`src/rtl/regfile_pkg.sv`:
```
// regfile_pkg: shared FSM encoding and default widths for the register-file write arbiter.
package regfile_pkg;
  typedef enum logic {CLEAR = 1'b0, RUN = 1'b1} state_e;
  localparam int DEF_NREQ = 3;
  localparam int DEF_ADDR_W = 4;
  localparam int DEF_DATA_W = 8;
  localparam int GID_W = 2;
endpackage

```
`src/rtl/rr_arbiter.sv`:
```
// rr_arbiter: combinational round-robin pick starting one past the last grant.
import regfile_pkg::*;
module rr_arbiter #(
  parameter int NREQ = DEF_NREQ
) (
  input  logic [NREQ-1:0]  req_i,
  input  logic [GID_W-1:0] last_i,
  output logic [NREQ-1:0]  gnt_o
);
  logic found;
  always_comb begin
    gnt_o = '0;
    found = 1'b0;
    for (int k = 1; k <= NREQ; k++) begin
      if (!found && req_i[(int'(last_i) + k) % NREQ]) begin
        gnt_o[(int'(last_i) + k) % NREQ] = 1'b1;
        found = 1'b1;
      end
    end
  end
endmodule

```
`src/rtl/regfile_write_arbiter.sv`:
```
// regfile_write_arbiter: zero-sweeps the register file after reset/clear, then arbitrates writers round-robin.
import regfile_pkg::*;
module regfile_write_arbiter #(
  parameter int NREQ = DEF_NREQ,
  parameter int ADDR_W = DEF_ADDR_W,
  parameter int DATA_W = DEF_DATA_W,
  parameter int NREGS = 2**ADDR_W
) (
  input  logic                     clk,
  input  logic                     rst,
  input  logic                     clear_req,
  input  logic [NREQ-1:0]          req_valid,
  input  logic [NREQ*ADDR_W-1:0]   req_dst,
  input  logic [NREQ*DATA_W-1:0]   req_data,
  output logic [NREQ-1:0]          req_ready,
  output logic                     rf_we,
  output logic [ADDR_W-1:0]        rf_dst,
  output logic [DATA_W-1:0]        rf_data,
  output logic                     busy,
  output logic [GID_W-1:0]         grant_id
);
  state_e state_q, state_d;
  logic [ADDR_W-1:0] cnt_q, cnt_d, dst_q;
  logic [DATA_W-1:0] data_q;
  logic [GID_W-1:0] last_q, grant_q, gidx;
  logic [NREQ-1:0] gnt, ready;
  logic we_q, accept, sweep;
  rr_arbiter #(.NREQ(NREQ)) u_rr (
    .req_i (req_valid),
    .last_i(last_q),
    .gnt_o (gnt)
  );
  always_comb begin
    ready = (state_q == RUN && !clear_req && !rst) ? gnt : '0;
    accept = |ready;
    gidx = '0;
    for (int i = 0; i < NREQ; i++) if (ready[i]) gidx = GID_W'(i);
    state_d = clear_req ? CLEAR : (state_q == CLEAR && cnt_q == ADDR_W'(NREGS - 1)) ? RUN : state_q;
    cnt_d = (clear_req || state_q == RUN) ? '0 : cnt_q + 1'b1;
  end
  always_ff @(posedge clk) begin
    if (rst) begin
      state_q <= CLEAR;
      cnt_q <= '0;
      last_q <= GID_W'(NREQ - 1);
      grant_q <= '0;
      we_q <= 1'b0;
      dst_q <= '0;
      data_q <= '0;
    end else begin
      state_q <= state_d;
      cnt_q <= cnt_d;
      we_q <= accept;
      if (accept) begin
        last_q <= gidx;
        grant_q <= gidx;
        dst_q <= req_dst[gidx*ADDR_W +: ADDR_W];
        data_q <= req_data[gidx*DATA_W +: DATA_W];
      end else if (state_q == CLEAR) begin
        dst_q <= cnt_q;
        data_q <= '0;
      end
    end
  end
  // Sweep writes come straight from the counter so address 0 lands on the first cycle after reset.
  assign sweep = !rst && state_q == CLEAR;
  assign req_ready = ready;
  assign busy = rst || state_q == CLEAR;
  assign rf_we = sweep || (!rst && we_q);
  assign rf_dst = rst ? '0 : sweep ? cnt_q : dst_q;
  assign rf_data = (rst || sweep) ? '0 : data_q;
  assign grant_id = rst ? '0 : grant_q;
endmodule

```
`config.mk`:
```
export PLATFORM = sky130hd
export DESIGN_NAME = regfile_write_arbiter
export DESIGN_NICKNAME = d
export VERILOG_FILES = /design/src/rtl/regfile_pkg.sv /design/src/rtl/rr_arbiter.sv /design/src/rtl/regfile_write_arbiter.sv
export SDC_FILE = /design/constraint.sdc
export NUM_CORES = 1
export LEC_CHECK = 0
export ABC_AREA = 1
export CAP_MARGIN = 20
export CORE_ASPECT_RATIO = 0.8
export CORE_MARGIN = 5
export CORE_UTILIZATION = 35
export CTS_CLUSTER_DIAMETER = 50
export DETAILED_ROUTE_END_ITERATION = 8
export GPL_ROUTABILITY_DRIVEN = 0
export PLACE_DENSITY = 0.71
export SYNTH_ARGS = -nofsm -noshare
export SYNTH_HDL_FRONTEND = slang
export SYNTH_HIERARCHICAL = 1
export SYNTH_SLANG_ARGS = --single-unit
```
`constraint.sdc`:
```
create_clock -name clk -period 3.7 [get_ports clk]
set_input_delay 0.555 -clock clk [delete_from_list [all_inputs] [get_ports clk]]
set_output_delay 0.555 -clock clk [all_outputs]
set_load 0.1 [all_outputs]
```
# Word-level counts from Yosys, hierarchy flattened
# Cells that the tools add are included.
# word_totals
mem_count,0
latchBits,0
mem_bits_rw,0
out_inout_bits,19
elab_cells,79
inputBits,42
mem_bits_ro,0
register_bits,22
# classes
shift,2
n_bitwise,3
n_reduce_logical,21
mul,0
eq_ne,2
n_lt_le_gt_ge,6
n_mux,31
div_mod_pow,3
addsub,4
# op_table
op,count
$ge A32 B1 Y1 const B,3
$lt A32 B4 Y1 const B,3
$mod A32 B3 Y32 const B,3
$mux W8,3
$shiftx A24 B6 Y8,1
$mux W4,4
$mux W1,12
$mux W3,4
$shiftx A12 B5 Y4,1
$logic_and A1 B1 Y1,10
$add A2 B2 Y3 const B,2
$bmux W1 S2,3
$demux W1 S2,3
$or A3 B3 Y3,2
$add A4 B1 Y4 const B,1
$eq A4 B4 Y1 const B,1
$logic_not A1 Y1,4
$logic_or A1 B1 Y1,4
$mux W2,2
$reduce_or A2 Y1,2
$add A2 B1 Y3 const B,1
$reduce_or A3 Y1,1
$ne A2 B1 Y1 const B,1
$not A1 Y1,1

# Logic depth before layout (Yosys ltp)
# depth
ltp_word,17
mapped_depth,17
mapped_depth_nobuf,16

# By module
# Netlist, hierarchy kept.
# by_module_without_submodules
mod,seq_area_each_um2,area_per_inst_um2,instances,cells_each
regfile_write_arbiter,420.4,1363.8,1,211
rr_arbiter,0.0,235.2,1,44

# Worst setup path before layout
# No wires, ideal clock.
# synth_path
path_type,reg-to-output
from,register last_q[0]
to,output port req_ready[1]
required_time_ns,3.145
arrival_ns,3.039
path_buffers,1
path_stages_with_launch,12
path_slack_ns,0.106
path_cell_list,dfxtp_1 > inv_1 > ha_1 > inv_2 > nand2_1 > nand2_1 > a21oi_1 > nand4_1 > nand3_1 > clkbuf_1 > inv_1 > nor2_1
# synth_via
elab_chain_cells,13
word_cells_on_any_way,42
cone_classes,add/sub (3); div (3); order compare (6); mux (21); bitwise (2); reduce/logical (7)
# synth_rtl
element,line_no,source
start: declaration,regfile_write_arbiter.sv:25,"logic [GID_W-1:0] last_q, grant_q, gidx;"
start signal: assignment,regfile_write_arbiter.sv:45,last_q <= GID_W'(NREQ - 1);
start signal: assignment,regfile_write_arbiter.sv:55,last_q <= gidx;
branches (longest 11 deep; another with $mod A32 B3 Y32),--,
$mux W3 (*),rr_arbiter.sv:15,if (!found && req_i[(int'(last_i) + k) % NREQ]) begin
net gnt[1],regfile_write_arbiter.sv:26,"logic [NREQ-1:0] gnt, ready;"
$mux W3 (*),regfile_write_arbiter.sv:34,ready = (state_q == RUN && !clear_req && !rst) ? gnt : '0;
end: declaration,regfile_write_arbiter.sv:15,"output logic [NREQ-1:0] req_ready,"
# Mark *: on every way through the listed nets, which the timed path passes. The select of a mux whose other input is x is not followed.

# Worst setup path in the final report
# layout_path
from,register last_q[0]
to,output port req_ready[2]
# The elaborated chain is that of the path after synthesis.

==> results.sh <==
export IMPL_status="finished, final reports clean"
export IMPL_crit_path_end="req_ready[2]"
export IMPL_reg2reg_slack_ns=0.81
export IMPL_core_area_mm2=0.00451
export IMPL_fin_nets=356
export IMPL_tightestPinTransition_ns=0.505
export IMPL_synth_simple_area_share_pct=44.7
export IMPL_clockRootBuffer="clkbuf_8"
export IMPL_synth_nets=302
export IMPL_synth_top_family_by_area="simple AND/OR/NAND/NOR gates"
export IMPL_rsz0062_at_grt="false"
export IMPL_worstSetupStartpoint="last_q[0]"
export IMPL_startpoint_type="flip-flop"
export IMPL_drt_iter0_drc=108
export IMPL_reg2reg_to="data_q[7]"
export IMPL_cpLargestDelayFamily="simple AND/OR/NAND/NOR gates"
export IMPL_wl_met1_mm=2.20
export IMPL_routed_via_density=4.80
export IMPL_globalRouteOverflowTotal=0
export IMPL_grt_max_degree=29
export IMPL_relSlewSlack_pct=66.2
export IMPL_reg2reg_depth=16
export IMPL_pwr_share_clk_pct=32.1
export IMPL_stdcell_count=368
export IMPL_die_area_mm2=0.00603
export IMPL_antenna_cells=0
export IMPL_synth_top_area_share_pct=26.3
export IMPL_p_comb_share_pct=20.1
export IMPL_period_share_pct=81.3
export IMPL_post_cts_setup_buffers=0
export IMPL_period_needed_ns=3.01
export IMPL_seqPwrFrac_pct=47.9
export IMPL_ys_ff_latch=21
export IMPL_crit_buf_inv=5
export IMPL_drive_gt1_share_pct=14.6
export IMPL_cellPowerDensity_mw_per_mm2=208
export IMPL_cts_resized=0
export IMPL_insertion_delay_ns=0.26
export IMPL_wl_per_cell_um=12.2
export IMPL_path_class="reg -> out"
export IMPL_hold_viol_final=0
export IMPL_worst_path_max_fanout=27
export IMPL_fin_skew_ns=0.00299
export IMPL_netlist_area_mm2=0.00160
export IMPL_ir_drop_mv=0.160
export IMPL_critPathMaxStageDelay_ns=0.42
export IMPL_synthCells=255
export IMPL_placementRows=22
export IMPL_grt_usage_pct=14.9
export IMPL_yosysSeqAreaShare_pct=26.3
export IMPL_finalWirelength_mm=4.48
export IMPL_setup_violations_final=0
export IMPL_path_cells="inv_1 > ha_1 > inv_2 > nand3_2 > inv_1 > a21oi_1 > nand4_1 > nand3_1 > nand2_4 > inv_1 > buf_12"
export IMPL_synth_top_cell_by_area="dfxtp_1"
export IMPL_maxCapViolCount=0
export IMPL_ioPinCount=61
export IMPL_power_switching_w=0.000121
export IMPL_syn_avg_cell_area_um2=6.27
export IMPL_wl_met2_mm=1.95
export IMPL_dpl_cell_count=364
export IMPL_hold_path_class="reg -> reg"
export IMPL_syn2layout_area_growth_pct=43.7
export IMPL_final_common_cell="nand2_1"
export IMPL_multi_input_area_um2=956
export IMPL_synth_fa_ha_area_share_pct=3.91
export IMPL_p_leak_nw=1.04
export IMPL_route_detailed_drc=0
export IMPL_internal_power_w=0.000357
export IMPL_cts_tree="built"
export IMPL_final_max_slew_viol_count=0
export IMPL_cp_depth=11
export IMPL_cts_made_buffers=3
export IMPL_synth_area_top_cells="dfxtp_1 26%, nand2_1 13%, nand3_1 11%"
export IMPL_switching_share_pct=25.4
export IMPL_cpMostUsedCell="inv_1"
export IMPL_final_antenna_net_count=0
export IMPL_drt_pass1_iterations=4
export IMPL_die_width_um=85.6
export IMPL_fmax_ghz=0.332
export IMPL_first_global_vias=1686
export IMPL_cts_clk_slew_worst_paths_ns=0.08
export IMPL_dr_wl_met3_um=278
export IMPL_fin_util_pct=50.9
export IMPL_setup_tns_ns=0
export IMPL_antenna_found_initial=0
export IMPL_dp_hpwl_mm=3.49
export IMPL_fillerInstances=465
export IMPL_arrival_ns=2.45
export IMPL_slowest_stage="ha_1"
export IMPL_ctsHoldBuffers=0
export IMPL_critPathCaptureType="output port"
export IMPL_ff_latch_area_um2=420
export IMPL_grt_pass1_wl_mm=7.40
export IMPL_cts_sinks=21
export IMPL_yosys_area_share_xor_xnor_pct=0
export IMPL_synth_mux_area_share_pct=0
export IMPL_start_util_pct=35.4
export IMPL_numPortBuffers=60
export IMPL_fp_dieH_um=70.5
export IMPL_cp_data_required_time_ns=3.14
export IMPL_routed_top_layer="met4"
export IMPL_synthDistinctLibCells=26
export IMPL_final_cell_mix="54 x nand2_1, 41 x clkdlybuf4s50_1, 40 x nor2_1"
export IMPL_ctsHtreeMaxLevel=1
export IMPL_synth_compound_area_share_pct=11.2
export IMPL_worstReg2RegStart="last_q[0]"
export IMPL_cts_buffer_depth=2
export IMPL_yosysWarnings=6
export IMPL_vias=1767
export IMPL_hold_ws_ns=0.469
## tightest hold or removal path, stage by stage (launching register included)
cell	delay, ns
dfxtp_1	0.31
nand2_1	0.06
a21oi_1	0.05
## per-layer routing
layer / vias up / global-route usage, %
li1: 927 / -
met1: 782 / 19.6
met2: 52 / 23.6
met3: 6 / 5.07
met4: 0 / 2.81
met5: - / 0
## Yosys cell counts
cell,instances
nand2_1,54
nor2_1,40
nand3_1,36
inv_1,33
dfxtp_1,21
nand4_1,16
a21oi_2,9
a21oi_1,6
ha_1,5
o21ai_0,5
buf_2,4
buf_4,4
clkbuf_1,3
nand2_4,3
buf_1,2
buf_6,2
inv_2,2
o21ai_1,2
nand2_2,1
nand3_2,1
nor2_2,1
nor2_8,1
nor3_1,1
o21bai_1,1
o22ai_1,1
o31ai_4,1
## sequential cells by signal, indices dropped and copies added (netlist names)
signal / cells
state_q: 1
dst_q: 4
cnt_q: 4
data_q: 8
grant_q: 1
last_q: 2
we_q: 1
## area by class of cell
| type | count | area share [%] |
|---|---|---|
| inverter | 35 | 5.72 |
| sequential | 21 | 18.3 |
| multi-input combinational | 184 | 41.6 |
| clock buffer | 4 | 1.96 |
| timing repair buffer | 64 | 29.2 |
| tap | 60 | 3.27 |
## worst min path at each step
stage / startpoint / endpoint / slack (ns) / cells past startpoint
final: grant_q[1] / grant_q[1] / 0.47 / 2
after global routing: grant_q[1] / grant_q[1] / 0.49 / 2
after CTS: grant_q[1] / grant_q[1] / 0.47 / 2
after detailed placement: grant_q[1] / grant_q[1] / 0.46 / 2
after global placement: grant_q[1] / grant_q[1] / 0.45 / 2
after floorplan: grant_q[1] / grant_q[1] / 0.44 / 2
## power by group through the flow
| stage | clock network (W) | registers, W | logic, W |
|---|---|---|---|
| 3_3_place_gp | 0 | 0.000234 | 0.0000960 |
| 5_1_grt | 0.000163 | 0.000229 | 0.000104 |
| 3_5_place_dp | 0 | 0.000234 | 0.0000959 |
| 6_report | 0.000153 | 0.000229 | 0.0000960 |
| 2_1_floorplan | 0 | 0.000234 | 0.0000386 |
| 4_1_cts | 0.000155 | 0.000229 | 0.0000963 |
## per-stage QoR
stage	area, um^2	total power, W	setup WS (ns)
2_1_floorplan	1600	0.000273	0.106
3_3_place_gp	2250	0.000330	0.732
3_5_place_dp	2250	0.000330	0.661
4_1_cts	2300	0.000481	0.705
5_1_grt	2300	0.000496	0.448
6_report	2300	0.000478	0.690
## logic make-up (layout without fill, tap and decap cells)
group           count (synthesis)  count (layout)
compound gates                 25              25
fa+ha+maj                       5               5
buf+inv                        50             103
flops                          21              21
simple gates                  154             154
Power figures use the tool's default switching activity.
